## src/rtl/uart_pkg.sv

```systemverilog
// uart_pkg: state encodings and oversampling constants shared by the UART core.
package uart_pkg;
  localparam int OVERSAMPLE = 16;
  localparam int SAMPLE_PT  = 8;

  typedef enum logic [2:0] {
    TX_IDLE, TX_WAIT, TX_START, TX_DATA, TX_PARITY, TX_STOP
  } tx_state_t;

  typedef enum logic [2:0] {
    RX_IDLE, RX_START, RX_DATA, RX_PARITY, RX_STOP
  } rx_state_t;
endpackage

```

## src/rtl/uart_baud_tick.sv

```systemverilog
// uart_baud_tick: free-running divisor counter, one-clock tick every baud_div+1 clocks.
module uart_baud_tick #(
  parameter int DIV_WIDTH = 16
) (
  input  logic                 clk,
  input  logic                 rst,
  input  logic [DIV_WIDTH-1:0] i_div,
  output logic                 o_tick
);
  logic [DIV_WIDTH-1:0] r_cnt;

  // >= keeps the counter bounded if the divisor is lowered while it is running
  always_ff @(posedge clk or posedge rst) begin
    if (rst)                 r_cnt <= '0;
    else if (r_cnt >= i_div) r_cnt <= '0;
    else                     r_cnt <= r_cnt + DIV_WIDTH'(1);
  end

  assign o_tick = (r_cnt == i_div);
endmodule

```

## src/rtl/uart_core_param.sv

```systemverilog
// uart_core_param: full-duplex UART, TX FIFO + TX FSM, 16x-oversampled RX FSM, shared baud tick.
// Define UART_PARITY_EN to add a parity bit (polarity from parity_odd) to both directions.
module uart_core_param #(
  parameter int DATA_BITS  = 8,
  parameter int STOP_BITS  = 1,
  parameter int FIFO_DEPTH = 16,
  parameter int DIV_WIDTH  = 16
) (
  input  logic                 clk,
  input  logic                 rst,
  input  logic [DIV_WIDTH-1:0] baud_div,
`ifdef UART_PARITY_EN
  input  logic                 parity_odd,
`endif
  input  logic                 wr_en,
  input  logic [DATA_BITS-1:0] data_in,
  output logic                 full,
  output logic                 busy,
  output logic                 tx,
  input  logic                 rx,
  input  logic                 rdy_clr,
  output logic                 rdy,
  output logic [DATA_BITS-1:0] data_out,
  output logic                 frame_err,
  output logic                 parity_err,
  output logic                 overrun
);
  import uart_pkg::*;

  localparam int AW = $clog2(FIFO_DEPTH);
  localparam int BW = $clog2(DATA_BITS);
  localparam logic [AW:0]    PTR_ONE   = (AW+1)'(1);
  localparam logic [AW:0]    PTR_FULL  = (AW+1)'(FIFO_DEPTH);
  localparam logic [4:0]     BIT_LAST  = 5'(OVERSAMPLE - 1);
  localparam logic [4:0]     MID_LAST  = 5'(SAMPLE_PT - 1);
  localparam logic [4:0]     STOP_LAST = 5'(STOP_BITS * OVERSAMPLE - 1);
  localparam logic [BW-1:0]  IDX_LAST  = BW'(DATA_BITS - 1);

  logic w_tick;

  uart_baud_tick #(.DIV_WIDTH(DIV_WIDTH)) u_baud (
    .clk    (clk),
    .rst    (rst),
    .i_div  (baud_div),
    .o_tick (w_tick)
  );

  // ---------------- TX FIFO ----------------
  logic [DATA_BITS-1:0] r_mem [FIFO_DEPTH];
  logic [AW:0]          r_wr_ptr, r_rd_ptr;
  logic [AW:0]          w_count;
  logic                 w_full, w_empty, w_push, w_pop;
  logic [DATA_BITS-1:0] w_fifo_rd;

  tx_state_t            r_tx_state;
  logic [4:0]           r_tx_cnt;
  logic [BW-1:0]        r_tx_bit;
  logic [DATA_BITS-1:0] r_tx_sh;
  logic                 r_tx;

  assign w_count   = r_wr_ptr - r_rd_ptr;
  assign w_full    = (w_count == PTR_FULL);
  assign w_empty   = (r_wr_ptr == r_rd_ptr);
  assign w_fifo_rd = r_mem[r_rd_ptr[AW-1:0]];
  assign w_pop     = !w_empty &&
                     ((r_tx_state == TX_IDLE) ||
                      (r_tx_state == TX_STOP && w_tick && r_tx_cnt == STOP_LAST));
  // a pop in the same cycle frees the slot, so a push at full is still accepted
  assign w_push    = wr_en && (!w_full || w_pop);

  always_ff @(posedge clk) begin
    if (w_push) r_mem[r_wr_ptr[AW-1:0]] <= data_in;
  end

  always_ff @(posedge clk or posedge rst) begin
    if (rst) begin
      r_wr_ptr <= '0;
      r_rd_ptr <= '0;
    end else begin
      if (w_push) r_wr_ptr <= r_wr_ptr + PTR_ONE;
      if (w_pop)  r_rd_ptr <= r_rd_ptr + PTR_ONE;
    end
  end

  // ---------------- TX FSM ----------------
`ifdef UART_PARITY_EN
  logic r_tx_par;
  logic w_tx_par_nxt;
  assign w_tx_par_nxt = ^w_fifo_rd ^ parity_odd;
`endif

  always_ff @(posedge clk or posedge rst) begin
    if (rst) begin
      r_tx_state <= TX_IDLE;
      r_tx       <= 1'b1;
      r_tx_cnt   <= '0;
      r_tx_bit   <= '0;
      r_tx_sh    <= '0;
`ifdef UART_PARITY_EN
      r_tx_par   <= 1'b0;
`endif
    end else begin
      case (r_tx_state)
        TX_IDLE: begin
          if (w_pop) begin
            r_tx_sh    <= w_fifo_rd;
`ifdef UART_PARITY_EN
            r_tx_par   <= w_tx_par_nxt;
`endif
            r_tx_state <= TX_WAIT;
          end
        end
        TX_WAIT: begin
          if (w_tick) begin
            r_tx       <= 1'b0;
            r_tx_cnt   <= '0;
            r_tx_state <= TX_START;
          end
        end
        TX_START: begin
          if (w_tick) begin
            if (r_tx_cnt == BIT_LAST) begin
              r_tx_cnt   <= '0;
              r_tx_bit   <= '0;
              r_tx       <= r_tx_sh[0];
              r_tx_sh    <= r_tx_sh >> 1;
              r_tx_state <= TX_DATA;
            end else begin
              r_tx_cnt <= r_tx_cnt + 5'd1;
            end
          end
        end
        TX_DATA: begin
          if (w_tick) begin
            if (r_tx_cnt == BIT_LAST) begin
              r_tx_cnt <= '0;
              if (r_tx_bit == IDX_LAST) begin
`ifdef UART_PARITY_EN
                r_tx       <= r_tx_par;
                r_tx_state <= TX_PARITY;
`else
                r_tx       <= 1'b1;
                r_tx_state <= TX_STOP;
`endif
              end else begin
                r_tx_bit <= r_tx_bit + BW'(1);
                r_tx     <= r_tx_sh[0];
                r_tx_sh  <= r_tx_sh >> 1;
              end
            end else begin
              r_tx_cnt <= r_tx_cnt + 5'd1;
            end
          end
        end
        TX_PARITY: begin
          if (w_tick) begin
            if (r_tx_cnt == BIT_LAST) begin
              r_tx_cnt   <= '0;
              r_tx       <= 1'b1;
              r_tx_state <= TX_STOP;
            end else begin
              r_tx_cnt <= r_tx_cnt + 5'd1;
            end
          end
        end
        TX_STOP: begin
          if (w_tick) begin
            if (r_tx_cnt == STOP_LAST) begin
              r_tx_cnt <= '0;
              // next frame starts on this tick, so back-to-back frames have no idle gap
              if (w_pop) begin
                r_tx_sh    <= w_fifo_rd;
`ifdef UART_PARITY_EN
                r_tx_par   <= w_tx_par_nxt;
`endif
                r_tx       <= 1'b0;
                r_tx_state <= TX_START;
              end else begin
                r_tx_state <= TX_IDLE;
              end
            end else begin
              r_tx_cnt <= r_tx_cnt + 5'd1;
            end
          end
        end
        default: begin
          r_tx       <= 1'b1;
          r_tx_state <= TX_IDLE;
        end
      endcase
    end
  end

  assign tx   = r_tx;
  assign full = w_full;
  assign busy = !w_empty || (r_tx_state != TX_IDLE);

  // ---------------- RX ----------------
  logic                 r_rx_s1, r_rx_s2, r_rx_s3;
  rx_state_t            r_rx_state;
  logic [4:0]           r_rx_cnt;
  logic [BW-1:0]        r_rx_bit;
  logic [DATA_BITS-1:0] r_rx_sh;
  logic                 r_rdy, r_frame_err, r_overrun;
  logic [DATA_BITS-1:0] r_data_out;

`ifdef UART_PARITY_EN
  logic r_rx_par_bad, r_parity_err;
  logic w_rx_par_exp;
  assign w_rx_par_exp = ^r_rx_sh ^ parity_odd;
`endif

  // r_rx_s3 only feeds the falling-edge detect
  always_ff @(posedge clk or posedge rst) begin
    if (rst) begin
      r_rx_s1 <= 1'b1;
      r_rx_s2 <= 1'b1;
      r_rx_s3 <= 1'b1;
    end else begin
      r_rx_s1 <= rx;
      r_rx_s2 <= r_rx_s1;
      r_rx_s3 <= r_rx_s2;
    end
  end

  always_ff @(posedge clk or posedge rst) begin
    if (rst) begin
      r_rx_state  <= RX_IDLE;
      r_rx_cnt    <= '0;
      r_rx_bit    <= '0;
      r_rx_sh     <= '0;
      r_rdy       <= 1'b0;
      r_data_out  <= '0;
      r_frame_err <= 1'b0;
      r_overrun   <= 1'b0;
`ifdef UART_PARITY_EN
      r_rx_par_bad <= 1'b0;
      r_parity_err <= 1'b0;
`endif
    end else begin
      if (rdy_clr) begin
        r_rdy       <= 1'b0;
        r_frame_err <= 1'b0;
        r_overrun   <= 1'b0;
`ifdef UART_PARITY_EN
        r_parity_err <= 1'b0;
`endif
      end
      case (r_rx_state)
        RX_IDLE: begin
          if (r_rx_s3 && !r_rx_s2) begin
            r_rx_cnt   <= '0;
            r_rx_state <= RX_START;
          end
        end
        RX_START: begin
          if (w_tick) begin
            if (r_rx_cnt == MID_LAST) begin
              r_rx_cnt <= '0;
              r_rx_bit <= '0;
              r_rx_state <= r_rx_s2 ? RX_IDLE : RX_DATA;
            end else begin
              r_rx_cnt <= r_rx_cnt + 5'd1;
            end
          end
        end
        RX_DATA: begin
          if (w_tick) begin
            if (r_rx_cnt == BIT_LAST) begin
              r_rx_cnt <= '0;
              r_rx_sh  <= {r_rx_s2, r_rx_sh[DATA_BITS-1:1]};
              if (r_rx_bit == IDX_LAST) begin
`ifdef UART_PARITY_EN
                r_rx_state <= RX_PARITY;
`else
                r_rx_state <= RX_STOP;
`endif
              end else begin
                r_rx_bit <= r_rx_bit + BW'(1);
              end
            end else begin
              r_rx_cnt <= r_rx_cnt + 5'd1;
            end
          end
        end
        RX_PARITY: begin
          if (w_tick) begin
            if (r_rx_cnt == BIT_LAST) begin
              r_rx_cnt   <= '0;
`ifdef UART_PARITY_EN
              r_rx_par_bad <= (r_rx_s2 != w_rx_par_exp);
`endif
              r_rx_state <= RX_STOP;
            end else begin
              r_rx_cnt <= r_rx_cnt + 5'd1;
            end
          end
        end
        RX_STOP: begin
          if (w_tick) begin
            if (r_rx_cnt == BIT_LAST) begin
              r_rx_cnt   <= '0;
              r_rx_state <= RX_IDLE;
              // completion overrides a coincident rdy_clr
              if (!r_rdy || rdy_clr) begin
                r_data_out <= r_rx_sh;
                r_rdy      <= 1'b1;
              end else begin
                r_overrun  <= 1'b1;
              end
              if (!r_rx_s2) r_frame_err <= 1'b1;
`ifdef UART_PARITY_EN
              if (r_rx_par_bad) r_parity_err <= 1'b1;
`endif
            end else begin
              r_rx_cnt <= r_rx_cnt + 5'd1;
            end
          end
        end
        default: r_rx_state <= RX_IDLE;
      endcase
    end
  end

  assign rdy       = r_rdy;
  assign data_out  = r_data_out;
  assign frame_err = r_frame_err;
  assign overrun   = r_overrun;
`ifdef UART_PARITY_EN
  assign parity_err = r_parity_err;
`else
  assign parity_err = 1'b0;
`endif
endmodule

```

## config.mk

```make
export PLATFORM = sky130hd
export DESIGN_NAME = uart_core_param
export DESIGN_NICKNAME = d
export VERILOG_FILES = /design/src/rtl/uart_pkg.sv /design/src/rtl/uart_baud_tick.sv /design/src/rtl/uart_core_param.sv
export SDC_FILE = /design/constraint.sdc
export NUM_CORES = 1
export LEC_CHECK = 0
export BUFFER_PORTS_ARGS = -buffer_cell sky130_fd_sc_hd__buf_2
export CORE_MARGIN = 4
export CORE_UTILIZATION = 55
export CTS_CLUSTER_SIZE = 25
export DETAILED_ROUTE_END_ITERATION = 6
export PLACE_DENSITY_LB_ADDON = 0.15
export REMOVE_ABC_BUFFERS = 1
export SKIP_LAST_GASP = 1
export SLEW_MARGIN = 20
export SYNTH_ARGS = -nofsm -noshare
export SYNTH_HDL_FRONTEND = slang
export SYNTH_SLANG_ARGS = --single-unit
export TNS_END_PERCENT = 50
```

## constraint.sdc

```tcl
create_clock -name clk -period 3.9 [get_ports clk]
set_input_delay 0.39 -clock clk [delete_from_list [all_inputs] [get_ports clk]]
set_output_delay 0.39 -clock clk [all_outputs]
set_load 0.02 [all_outputs]
```

==> results of run 1 <==
## timing repair
action	4_1_cts	5_1_grt
endpoints found under the hold margin	1	0
buffers inserted	0	0
hold buffers	1	0
endpoints found under the setup margin	0	0
## flip-flops by register name, indices dropped and copies added (netlist names)
signal	count
r_tx_sh	8
r_rd_ptr	5
r_rx_bit	3
data_out	8
r_rx_state	3
r_tx_state	3
rdy	1
r_rx_sh	8
r_tx_bit	3
tx	1
r_mem	128
r_wr_ptr	5
u_baud.r_cnt	16
r_rx_s3	1
r_rx_s2	1
overrun	1
frame_err	1
r_rx_cnt	5
r_tx_cnt	5
r_rx_s1	1
## per-stage QoR
stage | setup WS, ns | instance area, µm²
after detailed placement | 0.546 | 9940
final | 0.651 | 10700
after CTS | 0.584 | 10700
after global placement | 0.633 | 9940
after global routing | 0.516 | 10700
after floorplan | 0.0215 | 9330
## worst max-delay path, delay by kind of cell (launching register included)
family / cells / cell delay (ns)
compound gates: 1 / 0.18
fa+ha+maj: 1 / 0.35
buf+inv: 3 / 0.44
flops: 1 / 0.57
simple gates: 3 / 0.80
## layout make-up
cell class	count	area, µm²	share of cell area (%)
Clock buffer	31	604	5.66
Inverter	33	128	1.19
Multi-Input combinational cell	416	3390	31.8
Timing Repair Buffer	59	340	3.19
Sequential cell	207	5830	54.6
Clock inverter	9	115	1.08
Tap cell	220	275	2.58
## power by group
part	total (W)	internal [W]	leakage (nW)	switching [W]
Combinational	0.00200	0.000892	1.79	0.00111
Sequential	0.00293	0.00265	2.19	0.000285
Clock	0.00203	0.00122	0.348	0.000812
Total	0.00697	0.00476	4.32	0.00221
## worst paths after layout
path                                    startpoint                endpoint  slack (ns)  cells past startpoint
max in group asynchronous                      rst          tx$_DFFE_PP1P_        3.05                      3
min reg2reg                      r_rx_s1$_DFF_PP1_       r_rx_s2$_DFF_PP1_        0.36                      0
min in group clk                           rdy_clr       overrun$_DFF_PP0_        0.08                      2
min                                            rst  r_rx_sh[3]$_DFFE_PP0P_      -0.006                      2
max                        r_rd_ptr[2]$_DFFE_PP0P_                    full        0.65                      8
max reg2reg                r_rd_ptr[2]$_DFFE_PP0P_  r_mem[12][2]$_DFFE_PP_        0.73                      9
## cells by family (layout without fill, tap and decap cells)
family | count (synthesis) | after routing | synth area share [%]
buffers and inverters | 61 | 132 | 2.61
other | 1 | 1 | 0.0397
AND/OR/NAND/NOR | 180 | 180 | 9.73
XOR/XNOR | 23 | 23 | 2.13
flip-flops | 207 | 207 | 61.6
multiplexers | 70 | 70 | 12.0
AO/OA/AOI/OAI | 108 | 108 | 7.36
adder cells (fa/ha/maj) | 34 | 34 | 4.50
## layer usage
layer / GRT usage, % / up-vias
met2: 32.3 / 161
met4: 5.56 / 0
met5: 0 / -
met1: 26.6 / 2894
li1: - / 2681
met3: 3.00 / 42
## layout by cell type (no fill, tap or decap), drive strengths merged, types with 5 or more instances in the layout
master,Yosys,routed
nand4,7,7
dfrtp,75,75
xor2,11,11
mux2,28,28
ha,34,34
xnor2,12,12
a21oi,34,34
buf,11,58
nor4,6,6
edfxtp,128,128
clkbuf,17,31
inv,31,31
nor2,41,41
mux2i,10,10
mux4,32,32
nor3,18,18
nand2b,6,6
and4,5,5
clkinv,2,9
and3,7,7
nand2,59,59
o21ai,28,28
nand3,15,15
a211oi,5,5
a21o,9,9
==> out/results.txt, run 1 <==
Core Rows -> 47
Routed Antenna Nets -> 0
CTS H-tree lvls -> 1
Initial antenna violation count -> 0
Slew Limit Fails -> 0
Count leader, synth -> edfxtp_1
RSZ-0062 raised after global routing -> false
Vias per cell -> 5.93
Antenna cells -> 0
Worst-case vdd ir drop -> 0.000515 V
Setup Crit Path Kind -> reg -> out
Synth async-reset ratio -> 38.2%
Largest cells by area after synthesis -> edfxtp_1 (41%), dfrtp_1 (20%), mux4_2 (7.6%)
Violated checks -> hold timing
Iteration-0 DRC Markers -> 334
IO Port Bufs -> 42
Final hold viol count -> 6
Avg WL per Cell -> 18.9 µm
Post-cts resize count -> 0
Die H -> 139 µm
Num ports -> 44
Vias -> 5,778
RD Place Congestion -> 0.873
Initial Utilization -> 56.6%
Top sig layer -> met4
Yosys warns -> 0
Synth unique cells -> 66
Worst-path cell chain -> clkinv_1, ha_1, nand2_1, o21bai_1, and3_1, or4_4, clkinv_2, buf_2
Crit-path slowest cell -> dfrtp_1
Dpl cells -> 934
Slowest Stage Delay on Critical Path -> 0.57 ns
Synth area leader -> edfxtp_1
Max clock buf depth -> 3
DIE WIDTH -> 139 µm
Register bit total from synthesis -> 207
Final period util -> 83.3%
Non-filler cells, final -> 975
Ratio of cells with drive above 1 in the final layout -> 22.1%
All-Layer GR Usage -> 19.3%
Vias in the first global route -> 5,793
Worst rel slew slack -> 44.6%
Hold slack -> -0.00594 ns
Fillers -> 1,252
Fin Clk Skew -> 0.0208 ns
Main flop type after synthesis -> edfxtp_1
Layout net count -> 802
Maximum achievable frequency -> 308 MHz
Tot Pwr -> 0.00697 W
Tightest Pin Transition -> 0.829 ns
Setup TNS -> 0 ns
Avg Cell Area, Syn -> 13.8 µm²
Root Driver -> clkbuf_16
Worst EP required -> 3.51 ns
CP max FO -> 12
Grt total ovfl -> 0
CTS tree -> done
First-pass GRT wire length -> 30,400 µm
Critical path data arrival time -> 2.86 ns
Core area -> 16,700 µm²
# setup viols final -> 0
Number of clock sinks -> 207
Syn-to-layout area delta -> 13.0%
Crit. End Element -> primary output
Die Area -> 19,400 µm²
Critical path launch point type -> flop
DRT met1 WL -> 8050 µm
Number of synthesized flops with an enable pin -> 128
Sequential share of the synthesized area -> 61.6%
Pwr dens -> 652 nW/µm²
Clock Latency Late Sink -> 0.51 ns
Status -> finished, violations left
Max-cap check violation count -> 0
Final HPWL DP -> 12,500 µm
Drt total wl -> 18,400 µm
Num CTS Buffers -> 22
Met2 WL post-DR -> 9100 µm
# DRC -> 0
Min-delay worst type -> in -> async
Final Util -> 64.0%
Area fraction of the dominant cell type after synthesis -> 40.7%
Largest net degree at the start of global routing -> 57
Clk pin slew, worst setup/hold paths -> 0.06 ns
P_leak -> 4.32 nW
DR WL met3 -> 823 µm
Drt first pass iters -> 6
Cell Area, Synth -> 9450 µm²
Post-Syn Instances -> 684
Post-synth top cells -> edfxtp_1 (128), dfrtp_1 (75), nand2_1 (59)
Tmin final -> 3.25 ns
(Power assumes the default switching activity.)
==> run 2, diff against run 1 <==
==> constraint.sdc (replaced) <==
create_clock -name clk -period 3 [get_ports clk]
set_input_delay 0.3 -clock clk [delete_from_list [all_inputs] [get_ports clk]]
set_output_delay 0.3 -clock clk [all_outputs]
set_load 0.02 [all_outputs]
==> run 2 against run 1 <==
Against the previous run: the flow now finishes without violations; hold slack better by 0.13 ns; utilization up 1.6 points; combinational power up 44%; first-iteration DRC count up 30%; clock power up 41%; critical path depth down 1; global-route usage up 0.41 points; via count up 0.61%; register-to-register slack worse by 0.46 ns; total power up 36%; worst setup slack worse by 0.56 ns; clock skew up 0.0014 ns; critical endpoint unchanged; largest cell class unchanged; largest power group unchanged.
==> out/results.txt, run 2 (synthesis results as in run 1) <==
Status -> finished, final reports clean
# DRC -> 0
Fillers -> 1,256
Num CTS Buffers -> 22
Final Util -> 65.6%
Tightest Pin Transition -> 0.867 ns
Iteration-0 DRC Markers -> 434
IO Port Bufs -> 42
Commonest cells after routing, fill and taps aside -> edfxtp_1 (128), dfrtp_1 (73), nand2_1 (59)
Routed Antenna Nets -> 0
Min-delay src -> wr_en
Critical path launch point type -> flop
Worst-path cell chain -> ha_4, nor2b_4, a2111o_1, a21o_1, or4_4, inv_4, buf_4
Placed cell area -> 10,100 µm²
All-Layer GR Usage -> 19.7%
Vias -> 5,813
Syn-to-layout area delta -> 15.9%
Final hold viol count -> 0
P_leak -> 4.46 nW
Vias per cell -> 5.82
Most common cell after layout, fill and taps aside -> edfxtp_1
CP max FO -> 5
Largest net degree at the start of global routing -> 44
# setup viols final -> 0
Setup Crit Path Kind -> reg -> out
Initial antenna violation count -> 0
Max-cap check violation count -> 0
Core area -> 16,700 µm²
Layout net count -> 825
Number of clock sinks -> 207
GR Layer Usage met1 -> 26.9%
Min-delay worst type -> in -> reg
RSZ-0062 raised after global routing -> false
Avg WL per Cell -> 19.0 µm
Tmin final -> 2.90 ns
Initial Utilization -> 56.6%
Max reg flops -> 128
Final HPWL DP -> 12,900 µm
DIE WIDTH -> 139 µm
RD Place Congestion -> 0.877
Clk pin slew, worst setup/hold paths -> 0.06 ns
Met3 Use GR -> 3.31%
Crit-path slowest cell -> or4_4
Worst reg2reg startpoint -> u_baud.r_cnt[5]$_DFF_PP0_
Hold slack -> 0.124 ns
Ratio of cells with drive above 1 in the final layout -> 25.7%
Fin Clk Skew -> 0.0222 ns
Slew Limit Fails -> 0
Final period util -> 96.8%
Grt total ovfl -> 0
Max clock buf depth -> 3
Drt first pass iters -> 7
Worst-case vdd ir drop -> 0.000634 V
Slowest Stage Delay on Critical Path -> 0.52 ns
Num ports -> 44
CTS tree -> done
Clock Latency Late Sink -> 0.52 ns
Dpl cells -> 952
Final instance area -> 11,000 µm²
Most used routing layer -> met2
Pwr dens -> 866 nW/µm²
First-pass GRT wire length -> 31,000 µm
CTS H-tree lvls -> 1
Antenna cells -> 0
Critical path data arrival time -> 2.60 ns
Drt total wl -> 19,000 µm
Worst EP required -> 2.70 ns
Maximum achievable frequency -> 344 MHz
Root Driver -> clkbuf_16
Critical path startpoint -> r_wr_ptr[1]$_DFFE_PP0P_
Crit. End Element -> primary output
Core Rows -> 47
Die H -> 139 µm
Non-filler cells, final -> 998
Vias in the first global route -> 5,977
Met2 usage -> 33.4%
Die Area -> 19,400 µm²
Worst rel slew slack -> 42.1%
-- run 2: changes by cell type in the layout (fill, tap and decap cells not counted), sizes merged --
cell,before,now
clkinv,9,8
clkinvlp,0,3
buf,58,79
bufinv,2,4
dlygate4sd3,1,3
clkbuf,31,27
-- run 2: per-stage QoR --
step / total power (W) / setup TNS (ns) / setup WS, ns
2_1_floorplan: 0.00570 / -92.33 / -0.878
3_3_place_gp: 0.00647 / 0 / 0.290
3_5_place_dp: 0.00655 / 0 / 0.274
4_1_cts: 0.00946 / 0 / 0.0309
5_1_grt: 0.0100 / 0 / 0.00509
6_report: 0.00949 / 0 / 0.0958
-- run 2: path summary, 6_finish.rpt --
path,cells past startpoint,slack [ns],endpoint
max,7,0.1,full
min,3,0.12,r_wr_ptr[0]$_DFFE_PP0P_
max reg2reg,9,0.27,r_mem[1][2]$_DFFE_PP_
min reg2reg,0,0.36,r_rx_s2$_DFF_PP1_
max in group asynchronous,4,1.71,tx$_DFFE_PP1P_
min in group asynchronous,3,0.46,data_out[5]$_DFFE_PP0P_
-- run 2: worst max-delay path: cells and delay by family, from the launching register on --
kind	cells	cell delay (ns)
DFF	1	0.45
and+or+nand+nor	2	0.65
buffers and inverters	2	0.24
AOI/OAI and AO/OA	2	0.51
adders and majority gates	1	0.26
-- run 2: cell type report --
cell class                 instances  area, µm²  area share, %
clock inverter                    13        196           1.79
tap                              220        275           2.51
multi-input combinational        416       3410           31.1
sequential                       207       5830           53.2
inverter                          33        128           1.17
clock buffer                      27        599           5.47
timing repair buffer              82        520           4.75
-- run 2: timing repair --
item / CTS / global route
gates resized for setup: 0 / 9
endpoints found under the setup margin: 0 / 1
hold buffers: 3 / 0
endpoints found under the hold margin: 41 / 0
buffers inserted: 0 / 3
-- run 2: routing by layer --
| metal | up-vias | wire [µm] |
|---|---|---|
| met4 | 0 | 442 |
| met1 | 2905 | 8220 |
| met2 | 156 | 9420 |
| met5 | - | 0 |
| li1 | 2719 | - |
| met3 | 33 | 932 |
-- run 2: power by group --
group	total, W	switching (W)	leakage [nW]	internal (W)
Clock	0.00287	0.00109	0.381	0.00178
Sequential	0.00375	0.000310	2.19	0.00344
Combinational	0.00287	0.00156	1.90	0.00130
Total	0.00949	0.00297	4.46	0.00652
==> run 3, diff against run 2 <==
==> constraint.sdc (replaced) <==
create_clock -name clk -period 2.9 [get_ports clk]
set_input_delay 0.29 -clock clk [delete_from_list [all_inputs] [get_ports clk]]
set_output_delay 0.29 -clock clk [all_outputs]
set_load 0.02 [all_outputs]
==> run 3 against run 2 <==
Against the previous run: the flow now finishes with violations (setup timing); sequential power is 1% higher; design area increased by 1.9%; register-to-register slack got worse by 0.19 ns; clock-buffer cell count up 11; utilization grew 1.2 points; cell count rose by 3.5%; global-route usage up 0.72 points; sequential share of layout area decreased by 1.0 points; critical path depth increased by 1; first-iteration DRC count up 26%; critical endpoint unchanged.
==> out/results.txt, run 3 (synthesis results as in run 1) <==
# DRC -> 0
Crit-path slowest cell -> or4_4
# setup viols final -> 1
Num CTS Buffers -> 23
Max-cap check violation count -> 0
Kind of cell adding the most delay to the critical path -> simple AND/OR/NAND/NOR gates
Worst EP required -> 2.61 ns
Grt total ovfl -> 0
All-Layer GR Usage -> 20.4%
Violated checks -> setup timing
Vias per cell -> 5.77
Num ports -> 44
Crit. End Element -> primary output
Worst-case vdd ir drop -> 0.000588 V
Final HPWL DP -> 13,200 µm
First-pass GRT wire length -> 32,300 µm
Hold slack -> 0.104 ns
IO Port Bufs -> 42
Fin Clk Skew -> 0.0104 ns
RD Place Congestion -> 0.863
CTS tree -> done
Root Driver -> clkbuf_16
Setup WS post-layout -> -0.0389 ns
Maximum achievable frequency -> 340 MHz
Vias -> 5,964
Slew Limit Fails -> 0
Min-delay worst type -> in -> reg
Worst-path cell chain -> ha_1, nor2b_4, a2111o_1, a21o_1, or4_4, clkinv_2, buf_4, buf_4
Worst Path Buf+Inv -> 3
Ratio of cells with drive above 1 in the final layout -> 27.6%
Antenna cells -> 0
Routed Antenna Nets -> 0
Tightest Pin Transition -> 1.02 ns
Avg WL per Cell -> 18.6 µm
Reg2reg path depth -> 7
Dpl cells -> 987
DIE WIDTH -> 139 µm
Status -> finished, violations left
Drt first pass iters -> 5
Core area -> 16,700 µm²
Die H -> 139 µm
Pwr dens -> 881 nW/µm²
WHS Path Cells -> 3
Critical path launch point type -> flop
Final hold viol count -> 0
Core Rows -> 47
Vias in the first global route -> 6,160
Max reg flops -> 128
Tmin final -> 2.94 ns
Clk pin slew, worst setup/hold paths -> 0.06 ns
Pre-CTS setup slack -> -0.0567 ns
Setup Crit Path Kind -> reg -> out
Non-filler cells, final -> 1,033
P_leak -> 4.63 nW
Initial antenna violation count -> 0
Worst path most repeated cell -> buf_4
CP max FO -> 3
CTS H-tree lvls -> 1
Largest net degree at the start of global routing -> 51
Syn-to-layout area delta -> 18.1%
Final Util -> 66.8%
Die Area -> 19,400 µm²
Initial Utilization -> 56.6%
Slowest Stage Delay on Critical Path -> 0.44 ns
Clock Latency Late Sink -> 0.51 ns
Final period util -> 101%
Layout net count -> 859
Critical Path Stages -> 8
Most common cell after layout, fill and taps aside -> edfxtp_1
Worst rel slew slack -> 32.2%
Max clock buf depth -> 3
Iteration-0 DRC Markers -> 546
Critical path data arrival time -> 2.65 ns
Number of clock sinks -> 207
RSZ-0062 raised after global routing -> true
Commonest cells after routing, fill and taps aside -> edfxtp_1 (128), dfrtp_1 (74), buf_4 (69)
Drt total wl -> 19,200 µm
==> run 3: cell types whose count changed in the layout (fill, tap and decap cells not counted), moves of 2 or more <==
cell        before  now
inv_2            3    0
inv_1           27   30
ha_4             2    0
buf_12           0    2
clkbuf_1         2    9
buf_4           38   69
clkbuf_8         3    6
ha_1            32   34
clkinvlp_4       3    0
bufinv_16        4    1
==> run 3: final cells by class <==
type | instances | area (µm²)
sequential | 207 | 5830
clock buffer | 38 | 692
tap | 220 | 275
fill | 1232 | 5540
inverter | 33 | 126
multi-input combinational | 416 | 3390
timing repair buffer | 115 | 793
clock inverter | 4 | 60.1
==> run 3: worst paths after layout <==
check / endpoint / start / slack [ns]
worst max-delay path: full / r_wr_ptr[1]$_DFFE_PP0P_ / -0.04
worst min-delay path: r_wr_ptr[0]$_DFFE_PP0P_ / wr_en / 0.10
worst max register to register: r_mem[15][4]$_DFFE_PP_ / u_baud.r_cnt[9]$_DFF_PP0_ / 0.08
worst min register to register: r_rx_s2$_DFF_PP1_ / r_rx_s1$_DFF_PP1_ / 0.36
max in group asynchronous: r_rd_ptr[0]$_DFFE_PP0P_ / rst / 1.69
min in group asynchronous: data_out[1]$_DFFE_PP0P_ / rst / 0.46
==> run 3: power by group <==
group | switching, W | internal [W] | leakage, nW | total [W]
Combinational | 0.00171 | 0.00148 | 2.07 | 0.00320
Clock | 0.00112 | 0.00172 | 0.369 | 0.00284
Sequential | 0.000227 | 0.00356 | 2.19 | 0.00379
==> run 3: routing by layer <==
layer  vias to the layer above  global-route usage (%)  routed length (µm)
li1                       2801                       -                   -
met1                      2956                    27.7                8150
met2                       171                    34.8                9560
met3                        36                    3.69                 968
met4                         0                    5.05                 506
met5                         -                       0                   0
==> run 3: tightest hold or removal path: stages <==
cell and delay, ns:
buf_2 0.15, o21ai_4 0.08, xnor2_1 0.06
==> run 3: what timing repair did <==
item | 4_1_cts | 5_1_grt
gates resized for setup | 2 | 0
hold endpoints to repair | 47 | 0
endpoints found under the setup margin | 9 | 18
hold buffers | 3 | 0
buffers inserted | 0 | 1
==> run 3: through the flow <==
step           instance area (µm²)  power, W  setup TNS (ns)
3_5_place_dp                 10400   0.00701          -0.452
5_1_grt                      11200    0.0104           -1.57
4_1_cts                      11200   0.00989         -0.0603
2_1_floorplan                 9330   0.00589         -106.54
6_report                     11200   0.00983         -0.0389
3_3_place_gp                 10400   0.00691               0
